===== src/rtl/shift_sched_if.sv =====
// Request/response bundle between the two shift clients, the scheduler and the result consumer.
interface shift_sched_if #(
    parameter int ID_W = 1
);
    logic [1:0]      req_valid;
    logic [1:0]      req_ready;
    logic [63:0]     req_data0;
    logic [63:0]     req_data1;
    logic [5:0]      req_shamt0;
    logic [5:0]      req_shamt1;
    logic [1:0]      req_dir;
    logic            rsp_valid;
    logic            rsp_ready;
    logic [ID_W-1:0] rsp_id;
    logic [63:0]     rsp_data;

    modport master (
        output req_valid, req_data0, req_data1, req_shamt0, req_shamt1, req_dir, rsp_ready,
        input  req_ready, rsp_valid, rsp_id, rsp_data
    );

    modport slave (
        input  req_valid, req_data0, req_data1, req_shamt0, req_shamt1, req_dir, rsp_ready,
        output req_ready, rsp_valid, rsp_id, rsp_data
    );
endinterface


===== src/rtl/shift_sched.sv =====
// Two-requester round-robin scheduler feeding one shared 64-bit logical shifter through an
// operand stage (A) and a result stage (B). Define SHIFT_SCHED_LSL_EN to add left shifts.
module shift_sched #(
    parameter int ID_W = 1
) (
    input  logic         clk,
    input  logic         reset,
    shift_sched_if.slave bus
);
    logic            rr_q, rr_d;
    logic            a_vld_q, a_vld_d;
    logic [63:0]     a_data_q, a_data_d;
    logic [5:0]      a_shamt_q, a_shamt_d;
    logic [ID_W-1:0] a_id_q, a_id_d;
    logic            rsp_valid_q, rsp_valid_d;
    logic [63:0]     rsp_data_q, rsp_data_d;
    logic [ID_W-1:0] rsp_id_q, rsp_id_d;

    logic            b_free_s;
    logic            a_free_s;
    logic            gnt_any_s;
    logic            gnt_id_s;
    logic            accept_s;
    logic            advance_s;
    logic [1:0]      req_ready_s;
    logic [63:0]     shift_out_s;

`ifdef SHIFT_SCHED_LSL_EN
    logic            a_dir_q, a_dir_d;
    logic [63:0]     sh_in_s;
    logic [63:0]     sh_raw_s;

    function automatic logic [63:0] bit_rev64(input logic [63:0] v);
        logic [63:0] r;
        r = 64'h0;
        for (int i = 0; i < 64; i++) begin
            r[i] = v[63 - i];
        end
        return r;
    endfunction
`else
    logic [1:0]      unused_dir_s;
    assign unused_dir_s = bus.req_dir;
`endif

    // Stall chain, round-robin grant and per-requester accept; nothing is accepted during reset
    always_comb begin
        b_free_s  = ~rsp_valid_q | bus.rsp_ready;
        a_free_s  = ~a_vld_q | b_free_s;
        gnt_any_s = |bus.req_valid;
        case (bus.req_valid)
            2'b01:   gnt_id_s = 1'b0;
            2'b10:   gnt_id_s = 1'b1;
            2'b11:   gnt_id_s = rr_q;
            default: gnt_id_s = rr_q;
        endcase
        accept_s  = gnt_any_s & a_free_s & reset;
        advance_s = a_vld_q & b_free_s;
        if (accept_s) begin
            req_ready_s = gnt_id_s ? 2'b10 : 2'b01;
        end else begin
            req_ready_s = 2'b00;
        end
    end

    // Next state of the priority pointer and the operand stage
    always_comb begin
        rr_d      = rr_q;
        a_vld_d   = a_free_s ? accept_s : a_vld_q;
        a_data_d  = a_data_q;
        a_shamt_d = a_shamt_q;
        a_id_d    = a_id_q;
`ifdef SHIFT_SCHED_LSL_EN
        a_dir_d   = a_dir_q;
`endif
        if (accept_s) begin
            rr_d      = ~gnt_id_s;
            a_data_d  = gnt_id_s ? bus.req_data1 : bus.req_data0;
            a_shamt_d = gnt_id_s ? bus.req_shamt1 : bus.req_shamt0;
            a_id_d    = ID_W'(gnt_id_s);
`ifdef SHIFT_SCHED_LSL_EN
            a_dir_d   = bus.req_dir[gnt_id_s];
`endif
        end else begin
            rr_d      = rr_q;
        end
    end

    // Shared shifter; a left shift is a right shift wrapped in bit reversals
    always_comb begin
`ifdef SHIFT_SCHED_LSL_EN
        sh_in_s     = a_dir_q ? bit_rev64(a_data_q) : a_data_q;
        sh_raw_s    = sh_in_s >> a_shamt_q;
        shift_out_s = a_dir_q ? bit_rev64(sh_raw_s) : sh_raw_s;
`else
        shift_out_s = a_data_q >> a_shamt_q;
`endif
    end

    // Next state of the result stage; a held result never changes until taken
    always_comb begin
        rsp_valid_d = b_free_s ? a_vld_q : rsp_valid_q;
        rsp_data_d  = rsp_data_q;
        rsp_id_d    = rsp_id_q;
        if (advance_s) begin
            rsp_data_d = shift_out_s;
            rsp_id_d   = a_id_q;
        end else begin
            rsp_data_d = rsp_data_q;
        end
    end

    // State and pipeline registers; reset discards anything in flight
    always_ff @(posedge clk or negedge reset) begin
        if (!reset) begin
            rr_q        <= 1'b0;
            a_vld_q     <= 1'b0;
            a_data_q    <= 64'h0;
            a_shamt_q   <= 6'd0;
            a_id_q      <= {ID_W{1'b0}};
            rsp_valid_q <= 1'b0;
            rsp_data_q  <= 64'h0;
            rsp_id_q    <= {ID_W{1'b0}};
`ifdef SHIFT_SCHED_LSL_EN
            a_dir_q     <= 1'b0;
`endif
        end else begin
            rr_q        <= rr_d;
            a_vld_q     <= a_vld_d;
            a_data_q    <= a_data_d;
            a_shamt_q   <= a_shamt_d;
            a_id_q      <= a_id_d;
            rsp_valid_q <= rsp_valid_d;
            rsp_data_q  <= rsp_data_d;
            rsp_id_q    <= rsp_id_d;
`ifdef SHIFT_SCHED_LSL_EN
            a_dir_q     <= a_dir_d;
`endif
        end
    end

    assign bus.req_ready = req_ready_s;
    assign bus.rsp_valid = rsp_valid_q;
    assign bus.rsp_data  = rsp_data_q;
    assign bus.rsp_id    = rsp_id_q;
endmodule

===== src/flat_wrapper.sv =====
// flat-port wrapper written by rule: the top's interface ports become plain ports
module shift_sched_flat 
#(
    parameter int ID_W = 1
)
  (clk, reset, bus_req_valid, bus_req_data0, bus_req_data1, bus_req_shamt0, bus_req_shamt1, bus_req_dir, bus_rsp_ready, bus_req_ready, bus_rsp_valid, bus_rsp_id, bus_rsp_data);
  shift_sched_if #(.ID_W(ID_W)) bus_i ();
  input  logic clk;
  input  logic reset;
  input wire logic [$bits(bus_i.req_valid)-1:0] bus_req_valid;
  input wire logic [$bits(bus_i.req_data0)-1:0] bus_req_data0;
  input wire logic [$bits(bus_i.req_data1)-1:0] bus_req_data1;
  input wire logic [$bits(bus_i.req_shamt0)-1:0] bus_req_shamt0;
  input wire logic [$bits(bus_i.req_shamt1)-1:0] bus_req_shamt1;
  input wire logic [$bits(bus_i.req_dir)-1:0] bus_req_dir;
  input wire logic [$bits(bus_i.rsp_ready)-1:0] bus_rsp_ready;
  output wire logic [$bits(bus_i.req_ready)-1:0] bus_req_ready;
  output wire logic [$bits(bus_i.rsp_valid)-1:0] bus_rsp_valid;
  output wire logic [$bits(bus_i.rsp_id)-1:0] bus_rsp_id;
  output wire logic [$bits(bus_i.rsp_data)-1:0] bus_rsp_data;
  assign bus_i.req_valid = bus_req_valid;
  assign bus_i.req_data0 = bus_req_data0;
  assign bus_i.req_data1 = bus_req_data1;
  assign bus_i.req_shamt0 = bus_req_shamt0;
  assign bus_i.req_shamt1 = bus_req_shamt1;
  assign bus_i.req_dir = bus_req_dir;
  assign bus_i.rsp_ready = bus_rsp_ready;
  assign bus_req_ready = bus_i.req_ready;
  assign bus_rsp_valid = bus_i.rsp_valid;
  assign bus_rsp_id = bus_i.rsp_id;
  assign bus_rsp_data = bus_i.rsp_data;
  shift_sched #(.ID_W(ID_W)) u_core (.clk(clk), .reset(reset), .bus(bus_i));
endmodule

===== config.mk =====
export PLATFORM = sky130hd
export DESIGN_NAME = shift_sched_flat
export DESIGN_NICKNAME = d
export VERILOG_FILES = /design/src/rtl/shift_sched_if.sv /design/src/rtl/shift_sched.sv /design/src/flat_wrapper.sv
export SDC_FILE = /design/constraint.sdc
export NUM_CORES = 1
export LEC_CHECK = 0
export BUFFER_PORTS_ARGS = -buffer_cell sky130_fd_sc_hd__buf_2
export CORE_MARGIN = 5
export CORE_UTILIZATION = 55
export CTS_CLUSTER_DIAMETER = 60
export DETAILED_ROUTE_END_ITERATION = 6
export PLACE_DENSITY = 0.81
export SLEW_MARGIN = 10
export SYNTH_ARGS = -nofsm -noshare
export SYNTH_HDL_FRONTEND = slang
export SYNTH_SLANG_ARGS = --single-unit

===== constraint.sdc =====
create_clock -name clk -period 3.1 [get_ports clk]
set_input_delay 0.31 -clock clk [delete_from_list [all_inputs] [get_ports clk]]
set_output_delay 0.31 -clock clk [all_outputs]
set_load 0.01 [all_outputs]

==> impl_summary.md <==
Worst setup path
For the worst setup path, the data arrival time is 3040 ps. STA puts the critical path data required time at 3390 ps. Counting stages on the worst path, the most repeated cell is sky130_fd_sc_hd__mux2i_1. The source of the worst register-to-register timing path is u_core.a_shamt_q[1]$_DFFE_PN0N_. The type of element capturing the critical path is a flop. The worst setup path startpoint is u_core.a_shamt_q[1]$_DFFE_PN0N_. For this run, the slowest stage of the critical path takes 600 ps.

Along the worst path, the maximum fanout reaches 18. The sort of element at the start of the critical path is a flop. The startpoint-to-endpoint class of the critical path is reg2reg. The signal on the critical path passes through buf_12, buf_4, mux4_2, mux2i_1, mux2i_1, a22oi_1, o211ai_1. The critical-path cell with the highest stage delay is sky130_fd_sc_hd__dfrtp_4.

Synthesis
By area the synthesized netlist is led by sky130_fd_sc_hd__dfrtp_1 (37%), sky130_fd_sc_hd__mux2i_1 (14%), sky130_fd_sc_hd__mux4_2 (13%). The most used flip-flop cell after synthesis is sky130_fd_sc_hd__dfrtp_1. After synthesis, the largest area contributor takes up 36.5% of total cell area. In the synthesized netlist the async set-or-reset flop fraction comes to 100%. The synthesized netlist contains 56 unique library cells. The synthesized design spends more area on one cell type than any other, namely sky130_fd_sc_hd__dfrtp_1.

Summing the sequential cell areas from Yosys gives 36.5% of the chip area. The cell area after technology mapping is 9520 um^2. The count of warnings emitted by yosys is 0. The number of nets produced by synthesis is 1,104.

Counting flops with a built-in enable in the synthesized netlist gives 0. A synthesized cell averages 9.97 um^2. Counting flops and latches in the post-synthesis netlist gives 139.

The gate count after technology mapping is 955.

Cells and area
The footprint of the flip-flops and latches is 3480 um^2. The proportion of layout cells with a drive suffix above 1 is 33.5%. The total area of multi-input combinational cells is 5630 um^2. Fill cells in the final layout number 1,322. The area growth from synthesis to layout is 22.2%.

The repair_antennas step left the layout with diodes totalling 0. The number of nets in the layout is 1,321.

Drt
After detailed routing, the average wire length per cell comes to 22.9 um. Wires add up to 32,300 um. The number of design rule violations left after detail routing is 0. The residual antenna-violating net count after detailed routing is 0. The number of DRC markers after the initial detailed-route iteration is 1,028. Before antenna repair, the detailed router went through 6 iterations. The via count is 8,959. After detailed routing, the number of vias per cell comes to 6.35.

Clock network
The source-to-sink clock delay at the later pin of the worst-skew pair is 440 ps. The number of setup buffers added after CTS is 0. TritonCTS built the clock tree.

The count of clock tree sinks is 139. The hold buffer count at cts is 0. After clock tree synthesis, the clock-pin slew on the worst setup and hold paths is 60 ps. The tree is rooted in a sky130_fd_sc_hd__clkbuf_16.

The longest clock path from root to sink contains 2 buffers. The CTS buffer count is 17. The number of gates resized after CTS is 0. The total number of H-tree levels is 4.

Global route
Global routing used 32.4% of the available tracks. Summed over all layers, the global routing overflow is 0. The number of global-route vias before repair is 8,775. The largest net degree at the start of global routing is 87. The first global-routing pass estimated 50,100 um of wire. The initial antenna violation count came to 0.

Timing
At the pin with the least slew margin, the transition time is 898 ps. The max-slew headroom at the worst pin is 40.1%. The final critical path takes up 89.0% of the cycle. The final hold violation count is 0. The final-report max-slew violation count is 0. The number of setup violations in the final report is 0. On the final layout, the worst clock skew is 10.4 ps. For this run, the top clock speed supported by timing is 0.363 GHz.

The final setup TNS is 0 ps. Setup repair after global routing left no endpoint under its margin. The worst hold slack after final layout is 64.7 ps. The minimum setup slack in the final design is 342 ps. The worst path needs 2760 ps of the cycle, external delays included.

Outcome
The flow ran to the end, and the final reports show no timing, DRC or antenna violations.

Placement
The post-placement worst setup slack is 423 ps. At the end of routability-driven placement, the weighted congestion stood at 0.996. The post-detailed-placement half-perimeter wirelength is 24,400 um. The quantity of I/O buffers inserted on ports is 212.

Die
215 I/O pins were placed. The floorplan step defined a die boundary enclosing 20,000 um^2. The horizontal die dimension is 142 um. The floorplan has 48 rows.

The die is 142 um tall. The initial standard-cell utilization of the core is 55.6%. After floorplanning, the core was sized to cover 17,100 um^2.

Hold path
The worst hold path class is in2async.

Power
Dividing total power by cell area gives a power density of 842 nW/um^2. The cell leakage power is 0.00562 uW. The peak supply drop is 0.448 mV.

Flow run
The number of max-cap violations is 0.
final cells by class:
type,count,share of cell area [%]
Timing Repair Buffer,274,13.8
Sequential cell,139,30.0
Clock buffer,19,3.90
Clock inverter,13,1.12
Inverter,11,0.355
Tap cell,225,2.42
Multi-Input combinational cell,729,48.4
sequential cells by signal, summed over array words and instances (netlist names):
register and flops:
u_core.a_data_q 64, u_core.a_id_q 1, u_core.a_shamt_q 6, u_core.a_vld_q 1
u_core.bus.rsp_data 64, u_core.bus.rsp_id 1, u_core.bus.rsp_valid 1, u_core.rr_q 1
cell usage after synthesis, types with 4 or more instances:
library cell,n
sky130_fd_sc_hd__buf_2,10
sky130_fd_sc_hd__a21oi_1,17
sky130_fd_sc_hd__a221oi_1,9
sky130_fd_sc_hd__nor3_1,4
sky130_fd_sc_hd__mux4_2,57
sky130_fd_sc_hd__buf_1,10
sky130_fd_sc_hd__o211ai_1,22
sky130_fd_sc_hd__inv_1,7
sky130_fd_sc_hd__a22oi_1,7
sky130_fd_sc_hd__nor2b_1,8
sky130_fd_sc_hd__nand3_1,13
sky130_fd_sc_hd__o22ai_1,13
sky130_fd_sc_hd__a32oi_1,4
sky130_fd_sc_hd__a22o_1,13
sky130_fd_sc_hd__o21ai_1,21
sky130_fd_sc_hd__o221ai_1,6
sky130_fd_sc_hd__mux2i_1,135
sky130_fd_sc_hd__mux2_2,18
sky130_fd_sc_hd__a211oi_1,7
sky130_fd_sc_hd__clkbuf_1,47
sky130_fd_sc_hd__buf_6,7
sky130_fd_sc_hd__o2bb2ai_1,4
sky130_fd_sc_hd__a222oi_1,6
sky130_fd_sc_hd__nand2_1,172
sky130_fd_sc_hd__dfrtp_1,139
sky130_fd_sc_hd__o21ai_0,94
sky130_fd_sc_hd__nor2_1,51
sky130_fd_sc_hd__nand2b_1,4
worst max-delay path, delay by kind of cell (launching register included):
kind | cells | cell delay (ps)
AO/OA/AOI/OAI | 2 | 400
flip-flops | 1 | 600
multiplexers | 3 | 1200
buffers and inverters | 2 | 390
cells in the final DEF (no fill, tap or decap), types with 7 or more instances in the layout:
| master | netlist | final |
|---|---|---|
| sky130_fd_sc_hd__o211ai_1 | 22 | 22 |
| sky130_fd_sc_hd__mux2i_1 | 135 | 134 |
| sky130_fd_sc_hd__a211oi_1 | 7 | 7 |
| sky130_fd_sc_hd__mux2_2 | 18 | 18 |
| sky130_fd_sc_hd__buf_4 | 0 | 56 |
| sky130_fd_sc_hd__mux4_2 | 57 | 57 |
| sky130_fd_sc_hd__o21ai_1 | 21 | 21 |
| sky130_fd_sc_hd__inv_1 | 7 | 7 |
| sky130_fd_sc_hd__nand2_1 | 172 | 171 |
| sky130_fd_sc_hd__dfrtp_1 | 139 | 137 |
| sky130_fd_sc_hd__a21oi_1 | 17 | 17 |
| sky130_fd_sc_hd__clkbuf_16 | 0 | 17 |
| sky130_fd_sc_hd__a221oi_1 | 9 | 9 |
| sky130_fd_sc_hd__nor2_1 | 51 | 51 |
| sky130_fd_sc_hd__o21ai_0 | 94 | 94 |
| sky130_fd_sc_hd__buf_2 | 10 | 211 |
| sky130_fd_sc_hd__a22o_1 | 13 | 13 |
| sky130_fd_sc_hd__o22ai_1 | 13 | 13 |
| sky130_fd_sc_hd__nand3_1 | 13 | 13 |
| sky130_fd_sc_hd__nor2b_1 | 8 | 8 |
| sky130_fd_sc_hd__a22oi_1 | 7 | 7 |
routing by layer:
metal	vias up	wire length, um	GRT usage [%]
met5	-	0	0
met4	0	1140	12.4
met3	90	3210	6.13
met2	549	15100	50.2
met1	4290	12900	45.6
li1	4030	-	-
where the power goes:
part	switching (uW)	internal (uW)	total [uW]
registers	519	2350	2860
clock network	890	1170	2060
logic	2800	2070	4880
kinds of logic (layout without fill, tap and decap cells):
family,count (synthesis),after routing,share of synthesized area (%)
DFF,139,139,36.5
AOI/OAI and AO/OA,253,253,17.4
adders and majority gates,2,2,0.263
buffers and inverters,87,317,4.46
muxes,211,211,30.0
and+or+nand+nor,263,263,11.3
metrics by stage:
step	utilization, %	area, um^2	power, uW	std cells
6_report	67.9	11600	9800	1410
5_1_grt	67.9	11600	10200	1410
4_1_cts	67.9	11600	9690	1410
3_5_place_dp	64.5	11000	7630	1378
3_3_place_gp	64.5	11000	7540	1378
2_1_floorplan	-	9520	5710	955
final timing paths:
| check | endpoint | slack [ps] | cells past startpoint |
|---|---|---|---|
| max | u_core.bus.rsp_data[9]$_DFFE_PN0P_ | 340 | 7 |
| min | u_core.bus.rsp_data[42]$_DFFE_PN0P_ | 60 | 2 |
| max reg2reg | u_core.bus.rsp_data[9]$_DFFE_PN0P_ | 340 | 7 |
| min reg2reg | u_core.bus.rsp_data[52]$_DFFE_PN0P_ | 470 | 2 |
| max in group asynchronous | u_core.a_shamt_q[1]$_DFFE_PN0N_ | 2320 | 2 |
| min in group clk | u_core.a_data_q[45]$_DFFE_PN0N_ | 160 | 3 |
Power figures use the tool's default switching activity.
